`src/rtl/uart_frame_decoder_if.sv`:
```
// uart_frame_decoder_if
// Word stream from the UART receiver into the frame decoder.
//   word_in     16  received word, meaningful only while word_valid=1
//   word_valid   1  one-cycle strobe per received word
// Modports: master = UART side (drives), slave = decoder side (samples).
interface uart_frame_decoder_if;
   logic [15:0] word_in;
   logic        word_valid;

   modport master (output word_in, output word_valid);
   modport slave  (input  word_in, input  word_valid);
endinterface

```
`src/rtl/uart_frame_decoder.sv`:
```
// uart_frame_decoder
// Hunts for SYNC_WORD in the UART word stream and assembles a 7-word game-state frame
// (ball position, player-1 position, scores, flags). Each data word carries a 4-bit tag
// equal to its index, and the last word is the XOR of words 1..5. A good frame is held
// as "pending" and copied to the outputs on the vblnk rising edge, so the drawers never
// see a half-updated state.
// Ports:
//   clk, rst_n        clock, asynchronous active-low reset
//   uart              word_in / word_valid stream (slave modport)
//   vblnk_in          vertical blank from vga_timing
//   ball_posx/y       committed ball position (12 bits each)
//   pl1_posx/y        committed player-1 position (12 bits each)
//   pl1/pl2_score     committed scores (4 bits each)
//   flag_point        committed last-touch flag
//   end_game          committed end-of-game flag
//   whistle_play      one-cycle pulse on a commit whose frame has the whistle bit set
//   frame_ok          one-cycle pulse when a frame passes the checksum
//   frame_err         one-cycle pulse on tag, checksum, timeout or resync error
//   err_count         saturating error counter
module uart_frame_decoder #(
   parameter logic [15:0] SYNC_WORD       = 16'hA55A,
   parameter int unsigned TIMEOUT_CYC     = 65000,
   parameter bit          COMMIT_ON_VBLNK = 1'b1,
   parameter logic [11:0] BALL_X0         = 12'd256,
   parameter logic [11:0] BALL_Y0         = 12'd200,
   parameter logic [11:0] PL1_X0          = 12'd974,
   parameter logic [11:0] PL1_Y0          = 12'd679
) (
   input  logic                       clk,
   input  logic                       rst_n,
   uart_frame_decoder_if.slave        uart,
   input  logic                       vblnk_in,
   output logic [11:0]                ball_posx,
   output logic [11:0]                ball_posy,
   output logic [11:0]                pl1_posx,
   output logic [11:0]                pl1_posy,
   output logic [3:0]                 pl1_score,
   output logic [3:0]                 pl2_score,
   output logic                       flag_point,
   output logic                       end_game,
   output logic                       whistle_play,
   output logic                       frame_ok,
   output logic                       frame_err,
   output logic [7:0]                 err_count
);

   localparam int unsigned IdleW = (TIMEOUT_CYC > 2) ? $clog2(TIMEOUT_CYC) : 1;
   localparam logic [IdleW-1:0] IdleMax = IdleW'(TIMEOUT_CYC - 1);

   typedef enum logic [1:0] {StHunt, StRecv, StCsum} state_e;

   typedef struct packed {
      logic [11:0] ball_x;
      logic [11:0] ball_y;
      logic [11:0] pl1_x;
      logic [11:0] pl1_y;
      logic [3:0]  pl1_score;
      logic [3:0]  pl2_score;
      logic        whistle;
      logic        end_game;
      logic        flag_point;
   } frame_t;

   localparam frame_t OutRst = '{
      ball_x: BALL_X0, ball_y: BALL_Y0, pl1_x: PL1_X0, pl1_y: PL1_Y0,
      pl1_score: 4'd0, pl2_score: 4'd0, whistle: 1'b0, end_game: 1'b0, flag_point: 1'b0
   };

   state_e            state_q, state_d;
   logic [2:0]        idx_q, idx_d;
   logic [15:0]       acc_q, acc_d;
   logic [IdleW-1:0]  idle_q, idle_d;
   frame_t            shadow_q, shadow_d;
   frame_t            pending_q, pending_d;
   logic              pend_vld_q, pend_vld_d;
   frame_t            stage_q, stage_d;
   logic              stage_vld_q, stage_vld_d;
   frame_t            out_q, out_d;
   logic              vblnk_q;
   logic              whistle_q, whistle_d;
   logic              frame_ok_q, frame_err_q;
   logic [7:0]        err_count_q, err_count_d;

   logic              frame_good, frame_bad;
   logic              vblnk_rise, trigger;

   // Frame-assembly FSM
   always_comb begin
      state_d    = state_q;
      idx_d      = idx_q;
      acc_d      = acc_q;
      idle_d     = idle_q;
      shadow_d   = shadow_q;
      frame_good = 1'b0;
      frame_bad  = 1'b0;
      unique case (state_q)
         StHunt: begin
            idle_d = '0;
            if (uart.word_valid && uart.word_in == SYNC_WORD) begin
               state_d = StRecv;
               idx_d   = 3'd1;
               acc_d   = '0;
            end
         end
         StRecv: begin
            if (uart.word_valid) begin
               idle_d = '0;
               if (uart.word_in == SYNC_WORD) begin
                  // Resync: a fresh sync word restarts the frame in place.
                  idx_d     = 3'd1;
                  acc_d     = '0;
                  frame_bad = 1'b1;
               end else if (uart.word_in[15:12] != {1'b0, idx_q}) begin
                  frame_bad = 1'b1;
                  state_d   = StHunt;
               end else begin
                  acc_d = acc_q ^ uart.word_in;
                  idx_d = idx_q + 3'd1;
                  case (idx_q)
                     3'd1: shadow_d.ball_x = uart.word_in[11:0];
                     3'd2: shadow_d.ball_y = uart.word_in[11:0];
                     3'd3: shadow_d.pl1_x  = uart.word_in[11:0];
                     3'd4: shadow_d.pl1_y  = uart.word_in[11:0];
                     3'd5: begin
                        shadow_d.pl1_score  = uart.word_in[11:8];
                        shadow_d.pl2_score  = uart.word_in[7:4];
                        shadow_d.whistle    = uart.word_in[2];
                        shadow_d.end_game   = uart.word_in[1];
                        shadow_d.flag_point = uart.word_in[0];
                        state_d             = StCsum;
                     end
                     default: ;
                  endcase
               end
            end else if (idle_q == IdleMax) begin
               frame_bad = 1'b1;
               state_d   = StHunt;
               idle_d    = '0;
            end else begin
               idle_d = idle_q + 1'b1;
            end
         end
         StCsum: begin
            if (uart.word_valid) begin
               idle_d  = '0;
               state_d = StHunt;
               if (uart.word_in == acc_q) frame_good = 1'b1;
               else                       frame_bad  = 1'b1;
            end else if (idle_q == IdleMax) begin
               frame_bad = 1'b1;
               state_d   = StHunt;
               idle_d    = '0;
            end else begin
               idle_d = idle_q + 1'b1;
            end
         end
         default: state_d = StHunt;
      endcase
   end

   // Commit path: the trigger snapshots pending into a stage register, and the stage is
   // copied to the outputs one clock later. Snapshotting first lets a frame that finishes
   // on the trigger cycle become the next pending frame without displacing the older one.
   assign vblnk_rise = vblnk_in & ~vblnk_q;
   assign trigger    = COMMIT_ON_VBLNK ? vblnk_rise : pend_vld_q;

   always_comb begin
      pending_d   = pending_q;
      pend_vld_d  = pend_vld_q;
      stage_d     = stage_q;
      stage_vld_d = 1'b0;
      out_d       = out_q;
      whistle_d   = 1'b0;
      err_count_d = err_count_q;
      if (trigger) begin
         stage_d     = pending_q;
         stage_vld_d = pend_vld_q;
         pend_vld_d  = 1'b0;
      end
      if (frame_good) begin
         pending_d  = shadow_q;
         pend_vld_d = 1'b1;
      end
      if (stage_vld_q) begin
         out_d     = stage_q;
         whistle_d = stage_q.whistle;
      end
      if (frame_bad && err_count_q != 8'hFF) begin
         err_count_d = err_count_q + 8'd1;
      end
   end

   always_ff @(posedge clk or negedge rst_n) begin
      if (!rst_n) begin
         state_q     <= StHunt;
         idx_q       <= '0;
         acc_q       <= '0;
         idle_q      <= '0;
         shadow_q    <= '0;
         pending_q   <= '0;
         pend_vld_q  <= 1'b0;
         stage_q     <= '0;
         stage_vld_q <= 1'b0;
         out_q       <= OutRst;
         vblnk_q     <= 1'b1;  // no false edge if vblnk is already high out of reset
         whistle_q   <= 1'b0;
         frame_ok_q  <= 1'b0;
         frame_err_q <= 1'b0;
         err_count_q <= '0;
      end else begin
         state_q     <= state_d;
         idx_q       <= idx_d;
         acc_q       <= acc_d;
         idle_q      <= idle_d;
         shadow_q    <= shadow_d;
         pending_q   <= pending_d;
         pend_vld_q  <= pend_vld_d;
         stage_q     <= stage_d;
         stage_vld_q <= stage_vld_d;
         out_q       <= out_d;
         vblnk_q     <= vblnk_in;
         whistle_q   <= whistle_d;
         frame_ok_q  <= frame_good;
         frame_err_q <= frame_bad;
         err_count_q <= err_count_d;
      end
   end

   assign ball_posx    = out_q.ball_x;
   assign ball_posy    = out_q.ball_y;
   assign pl1_posx     = out_q.pl1_x;
   assign pl1_posy     = out_q.pl1_y;
   assign pl1_score    = out_q.pl1_score;
   assign pl2_score    = out_q.pl2_score;
   assign flag_point   = out_q.flag_point;
   assign end_game     = out_q.end_game;
   assign whistle_play = whistle_q;
   assign frame_ok     = frame_ok_q;
   assign frame_err    = frame_err_q;
   assign err_count    = err_count_q;

endmodule
```
`src/flat_wrapper.sv`:
```
// flat-port wrapper written by rule: the top's interface ports become plain ports
module uart_frame_decoder_flat 
#(
   parameter logic [15:0] SYNC_WORD       = 16'hA55A,
   parameter int unsigned TIMEOUT_CYC     = 65000,
   parameter bit          COMMIT_ON_VBLNK = 1'b1,
   parameter logic [11:0] BALL_X0         = 12'd256,
   parameter logic [11:0] BALL_Y0         = 12'd200,
   parameter logic [11:0] PL1_X0          = 12'd974,
   parameter logic [11:0] PL1_Y0          = 12'd679
)
  (clk, rst_n, vblnk_in, ball_posx, ball_posy, pl1_posx, pl1_posy, pl1_score, pl2_score, flag_point, end_game, whistle_play, frame_ok, frame_err, err_count, uart_word_in, uart_word_valid);
  uart_frame_decoder_if uart_i ();
  input  logic clk;
  input  logic rst_n;
  input  logic vblnk_in;
  output logic [11:0] ball_posx;
  output logic [11:0] ball_posy;
  output logic [11:0] pl1_posx;
  output logic [11:0] pl1_posy;
  output logic [3:0] pl1_score;
  output logic [3:0] pl2_score;
  output logic flag_point;
  output logic end_game;
  output logic whistle_play;
  output logic frame_ok;
  output logic frame_err;
  output logic [7:0] err_count;
  input wire logic [$bits(uart_i.word_in)-1:0] uart_word_in;
  input wire logic [$bits(uart_i.word_valid)-1:0] uart_word_valid;
  assign uart_i.word_in = uart_word_in;
  assign uart_i.word_valid = uart_word_valid;
  uart_frame_decoder #(.SYNC_WORD(SYNC_WORD), .TIMEOUT_CYC(TIMEOUT_CYC), .COMMIT_ON_VBLNK(COMMIT_ON_VBLNK), .BALL_X0(BALL_X0), .BALL_Y0(BALL_Y0), .PL1_X0(PL1_X0), .PL1_Y0(PL1_Y0)) u_core (.clk(clk), .rst_n(rst_n), .uart(uart_i), .vblnk_in(vblnk_in), .ball_posx(ball_posx), .ball_posy(ball_posy), .pl1_posx(pl1_posx), .pl1_posy(pl1_posy), .pl1_score(pl1_score), .pl2_score(pl2_score), .flag_point(flag_point), .end_game(end_game), .whistle_play(whistle_play), .frame_ok(frame_ok), .frame_err(frame_err), .err_count(err_count));
endmodule
```
`config.mk`:
```
export PLATFORM = sky130hd
export DESIGN_NAME = uart_frame_decoder_flat
export DESIGN_NICKNAME = d
export VERILOG_FILES = /design/src/rtl/uart_frame_decoder_if.sv /design/src/rtl/uart_frame_decoder.sv /design/src/flat_wrapper.sv
export SDC_FILE = /design/constraint.sdc
export NUM_CORES = 1
export LEC_CHECK = 0
export ABC_AREA = 1
export CAP_MARGIN = 20
export CORE_MARGIN = 4
export CORE_UTILIZATION = 58
export DETAILED_ROUTE_END_ITERATION = 10
export HOLD_SLACK_MARGIN = 0.02
export PLACE_DENSITY = 0.79
export REMOVE_ABC_BUFFERS = 1
export SLEW_MARGIN = 10
export SYNTH_ARGS = -nofsm -noshare
export SYNTH_HDL_FRONTEND = slang
export SYNTH_SLANG_ARGS = --single-unit
```
`constraint.sdc`:
```
create_clock -name clk -period 2.3 [get_ports clk]
set_input_delay 0.23 -clock clk [delete_from_list [all_inputs] [get_ports clk]]
set_output_delay 0.23 -clock clk [all_outputs]
set_load 0.05 [all_outputs]
```
==> reports/results.txt <==
The analysis attributes to cell leakage a power of 6.77 nW. The count of buffers added on input and output ports is 88. The total number of cells along the worst setup path was 1.

The type of the most critical hold path is input pin to register. The tools report the hold violation count in the final report as 0. The critical path class is register to output port. The Yosys step of the flow raised 0 warnings.

The number of enable flip-flop cells after synthesis is 0, and the CTS clock-pin slew for the worst setup and hold paths is 0.06 ns. The number of setup buffers added after CTS is 0. For the worst-skew pair, the clock arrives at the later sink with an insertion delay of 0.53 ns.

The core region is 19700 um2. The number of global-route vias before repair is 8029. Largest delay contributor family on the critical path: buffers and inverters.

The tools report the final weighted congestion in routability-driven placement as 0.850. TritonCTS built the clock tree. The tools report the buffer type at the clock tree root as sky130_fd_sc_hd__clkbuf_16. Of the total power, the clock network draws 36.0%.

In the routed design, unresolved DRC markers number 0. Measured in cells, the most critical reg-to-reg path has a length of 8. Initial antenna violation count: 1. The endpoint identified for the worst register-to-register timing path is u_core.shadow_q[11]. The cell type with the highest aggregate area in the netlist is sky130_fd_sc_hd__dfrtp_1. The run gives 1 as the maximum level of the CTS H-tree. The number of buffers and inverters on the critical path came out at 1. The share of layout cells above drive strength 1 was 16.8%; the chip height was 151 um. For this run, asynchronously set or reset flops after synthesis account for 100%. VDD sags by at most 0.789 mV. For the placement row count, the log shows 51. The detailed router finished its first iteration with 574 violations. The vias per cell came out at 5.21. The headroom to the max-slew limit is 63.8%.

Setup violations remaining at the end of the flow were counted as 0. The slowest stage of the critical path is the sky130_fd_sc_hd__clkdlybuf4s50_1 cell. The top cell type's share of synthesized area was 56.8%; the minimum setup slack among reg-to-reg paths was 0.35 ns. The share of total power dissipated in sequential elements is 45.8%. The wire length per cell came out at 14.8 um. Predominant post-synthesis flop cell: sky130_fd_sc_hd__dfrtp_1.

The horizontal extent of the die was 151 um; the post-placement cell count was 1502. Once detailed placement completed, the half-perimeter wirelength came to 15000 um. Across the run, the number of max-cap violations was 0. The average footprint of a synthesized cell works out to 10.1 um2. For this design the top-level I/O count stands at 89. The beginning of the critical path is u_core.pl1_posy[5]. For the final routed database, the setup TNS stands at 0 ns. The length of the first detailed-routing pass in iterations was 5; the cts-stage hold buffer count was 1. The number of buffers added by the clock tree synthesis step is 28, and the smallest hold slack is 0.160 ns. The number of sinks on the clock net was 286; the area growth from synthesis to layout was 18.2%. STA puts the critical path data required time at 2.07 ns. Summed over all nets, the switching power comes to 0.00370 W. In this run the cell area of the synthesized design comes to 11800 um2.

The logs give 0.479 GHz for the maximum achievable frequency and 1555 for the number of cells in the finished layout apart from fillers. Count of distinct cell types in the synthesized netlist: 43. Wire length of the first global-routing pass: 39400 um.

After synthesis, the cell types taking the most area are sky130_fd_sc_hd__dfrtp_1 57%, sky130_fd_sc_hd__nand2_1 13%, sky130_fd_sc_hd__mux2_2 5.5%, sky130_fd_sc_hd__dfstp_2 4.0%, sky130_fd_sc_hd__o21ai_0 3.6%. The number of pins with negative max-slew slack in the final report was 0. The run gives 23000 um as the aggregate routed wire length. The floorplan step defined a die boundary enclosing 22700 um2.

The startpoint of the most critical register-to-register path is u_core.idx_q[2]. Synthesis produced a netlist whose cell count is 1174. On the final layout, the worst clock skew is 0.00719 ns. After synthesis, flip-flops and latches occupy 60.8% of the total area. The net count of the finished layout is 1299. The number of synthesized register bits was 286. The routed design could run at a clock period as short as 2.09 ns. In this run switching power makes up 28.8% of total power. The type of origin of the critical path was a register. Across every metal layer, demand over resource in global routing totals 21.2%.

Of all nets on the critical path, the largest fanout is 2. Once the clock tree was built, the resizer swapped 0 gates to a different size. Entering global routing, the biggest net connects 71 pins. The logs give 0 for the number of nets still failing antenna checks after routing and 8097 for the via count of the routed design.

For this run the aggregate overflow at the end of global routing stands at 0. Slew of the pin with the lowest slew margin: 0.541 ns. The signal on the critical path passes through clkdlybuf4s50_1. The flow ran to the end, and the final reports show no timing, DRC or antenna violations. Combinational cells account for 18.2% of the total power.

The total design power was 0.0128 W; the maximum single-stage delay on the critical path was 0.80 ns. Setup repair after global routing left no endpoint under its margin. Following the worst setup path forward leads to its endpoint at pl1_posy[5]. The worst setup path is captured at an output port.

The internal power of the cells was 0.00914 W. The number of antenna diodes in the final layout is 0. The initial utilization of the core area, before any placement, comes to 59.9%.

After layout, the worst path uses 90.7% of the clock period. For this design the ratio of total power to cell area is 920 nW/um2. Largest buffer count on any clock path: 3. The critical path data arrival time is 1.86 ns.
==> power by group through the flow <==
| stage | clock, W | sequential, W | combinational, W |
|---|---|---|---|
| after floorplan | 0 | 0.00630 | 0.00119 |
| after global placement | 0 | 0.00594 | 0.00227 |
| after detailed placement | 0 | 0.00596 | 0.00233 |
| after CTS | 0.00471 | 0.00588 | 0.00236 |
| after global routing | 0.00496 | 0.00594 | 0.00261 |
| final | 0.00462 | 0.00588 | 0.00234 |
==> logic make-up (layout without fill, tap and decap cells) <==
logic type,count (synthesis),in the layout,synth area share [%]
AO/OA/AOI/OAI,158,158,7.92
XOR/XNOR,20,20,1.48
adder cells (fa/ha/maj),11,11,1.17
buffers and inverters,132,248,5.22
flip-flops,286,286,60.8
multiplexers,59,59,5.62
AND/OR/NAND/NOR,508,508,17.8
==> final cells by class <==
class | instances | area (um2)
flip-flops and latches | 286 | 7180
inverters | 85 | 325
fillers | 1410 | 5760
multi-input cells | 756 | 4020
well taps | 265 | 332
repair buffers | 111 | 1150
clock buffers | 41 | 841
clock inverters | 11 | 115
==> Yosys cell counts, types with 2 or more instances <==
master,count
sky130_fd_sc_hd__nand2_1,410
sky130_fd_sc_hd__dfrtp_1,268
sky130_fd_sc_hd__o21ai_0,85
sky130_fd_sc_hd__inv_1,73
sky130_fd_sc_hd__mux2_2,58
sky130_fd_sc_hd__nor2_1,35
sky130_fd_sc_hd__o21ai_2,35
sky130_fd_sc_hd__o21ai_1,26
sky130_fd_sc_hd__clkbuf_1,21
sky130_fd_sc_hd__nand3_1,20
sky130_fd_sc_hd__dfstp_2,18
sky130_fd_sc_hd__buf_6,13
sky130_fd_sc_hd__nand4_1,13
sky130_fd_sc_hd__xnor2_1,13
sky130_fd_sc_hd__ha_1,11
sky130_fd_sc_hd__buf_2,10
sky130_fd_sc_hd__or2_2,10
sky130_fd_sc_hd__inv_2,9
sky130_fd_sc_hd__a21oi_1,7
sky130_fd_sc_hd__xor2_1,7
sky130_fd_sc_hd__nand3_4,4
sky130_fd_sc_hd__nor3_1,4
sky130_fd_sc_hd__nand3_2,3
sky130_fd_sc_hd__nor4_1,2
==> sequential cells by signal, indices dropped and copies added (netlist names), 2 cells and up <==
name	cells
u_core.pl2_score	4
u_core.idle_q	16
u_core.err_count	8
u_core.ball_posx	12
u_core.pending_q	59
u_core.pl1_score	4
u_core.pl1_posx	12
u_core.ball_posy	12
u_core.shadow_q	59
u_core.state_q	2
u_core.pl1_posy	12
u_core.stage_q	59
u_core.acc_q	16
u_core.idx_q	3
==> placed cells by master, fill, tap and decap left out, drive strengths merged <==
cell type and n:
mux2 58, mux2i 1, inv 85, xnor2 13
nor3b 1, nor2 37, bufinv 2, dfstp 18
nand2 412, nor4 2, a21oi 8, and3 1
o21ai 146, dlygate4sd3 1, dfrtp 268, ha 11
buf 23, nor3 4, nand3 27, or2 10
clkdlybuf4s50 87, clkbuf 41, a211oi 1, clkinvlp 1
o22ai 1, a21boi 1, nand4 13, and2 1
xor2 7, a2bb2oi 1, clkinv 8
==> how the worst min path moves through the flow <==
stage / startpoint / endpoint / slack, ns / cells after the start
2_1_floorplan: rst_n / u_core.acc_q[0] / -0.07 / 0
3_3_place_gp: rst_n / u_core.stage_q[2] / 0.22 / 1
3_5_place_dp: rst_n / u_core.stage_q[2] / 0.22 / 1
4_1_cts: vblnk_in / u_core.vblnk_q / 0.14 / 1
5_1_grt: vblnk_in / u_core.vblnk_q / 0.16 / 1
6_report: vblnk_in / u_core.vblnk_q / 0.16 / 1
==> stage by stage <==
stage | setup WS [ns] | cell area [um2] | util, %
after global placement | 0.158 | 13000 | 65.9
final | 0.214 | 14000 | 70.8
after detailed placement | 0.0712 | 13000 | 65.9
after floorplan | -1.21 | 11500 | -
after global routing | 0.172 | 14000 | 70.8
after CTS | 0.191 | 14000 | 70.8
==> metal layers <==
layer / part of all wire, % / global-route usage (%) / vias up / wire, um
met2: 47 / 34.0 / 195 / 10800
met5: 0.083 / 0 / - / 19
met3: 4.9 / 3.01 / 59 / 1130
met1: 45 / 30.4 / 3882 / 10400
li1: - / - / 3959 / -
met4: 2.9 / 6.98 / 2 / 661
(Power assumes the default switching activity.)
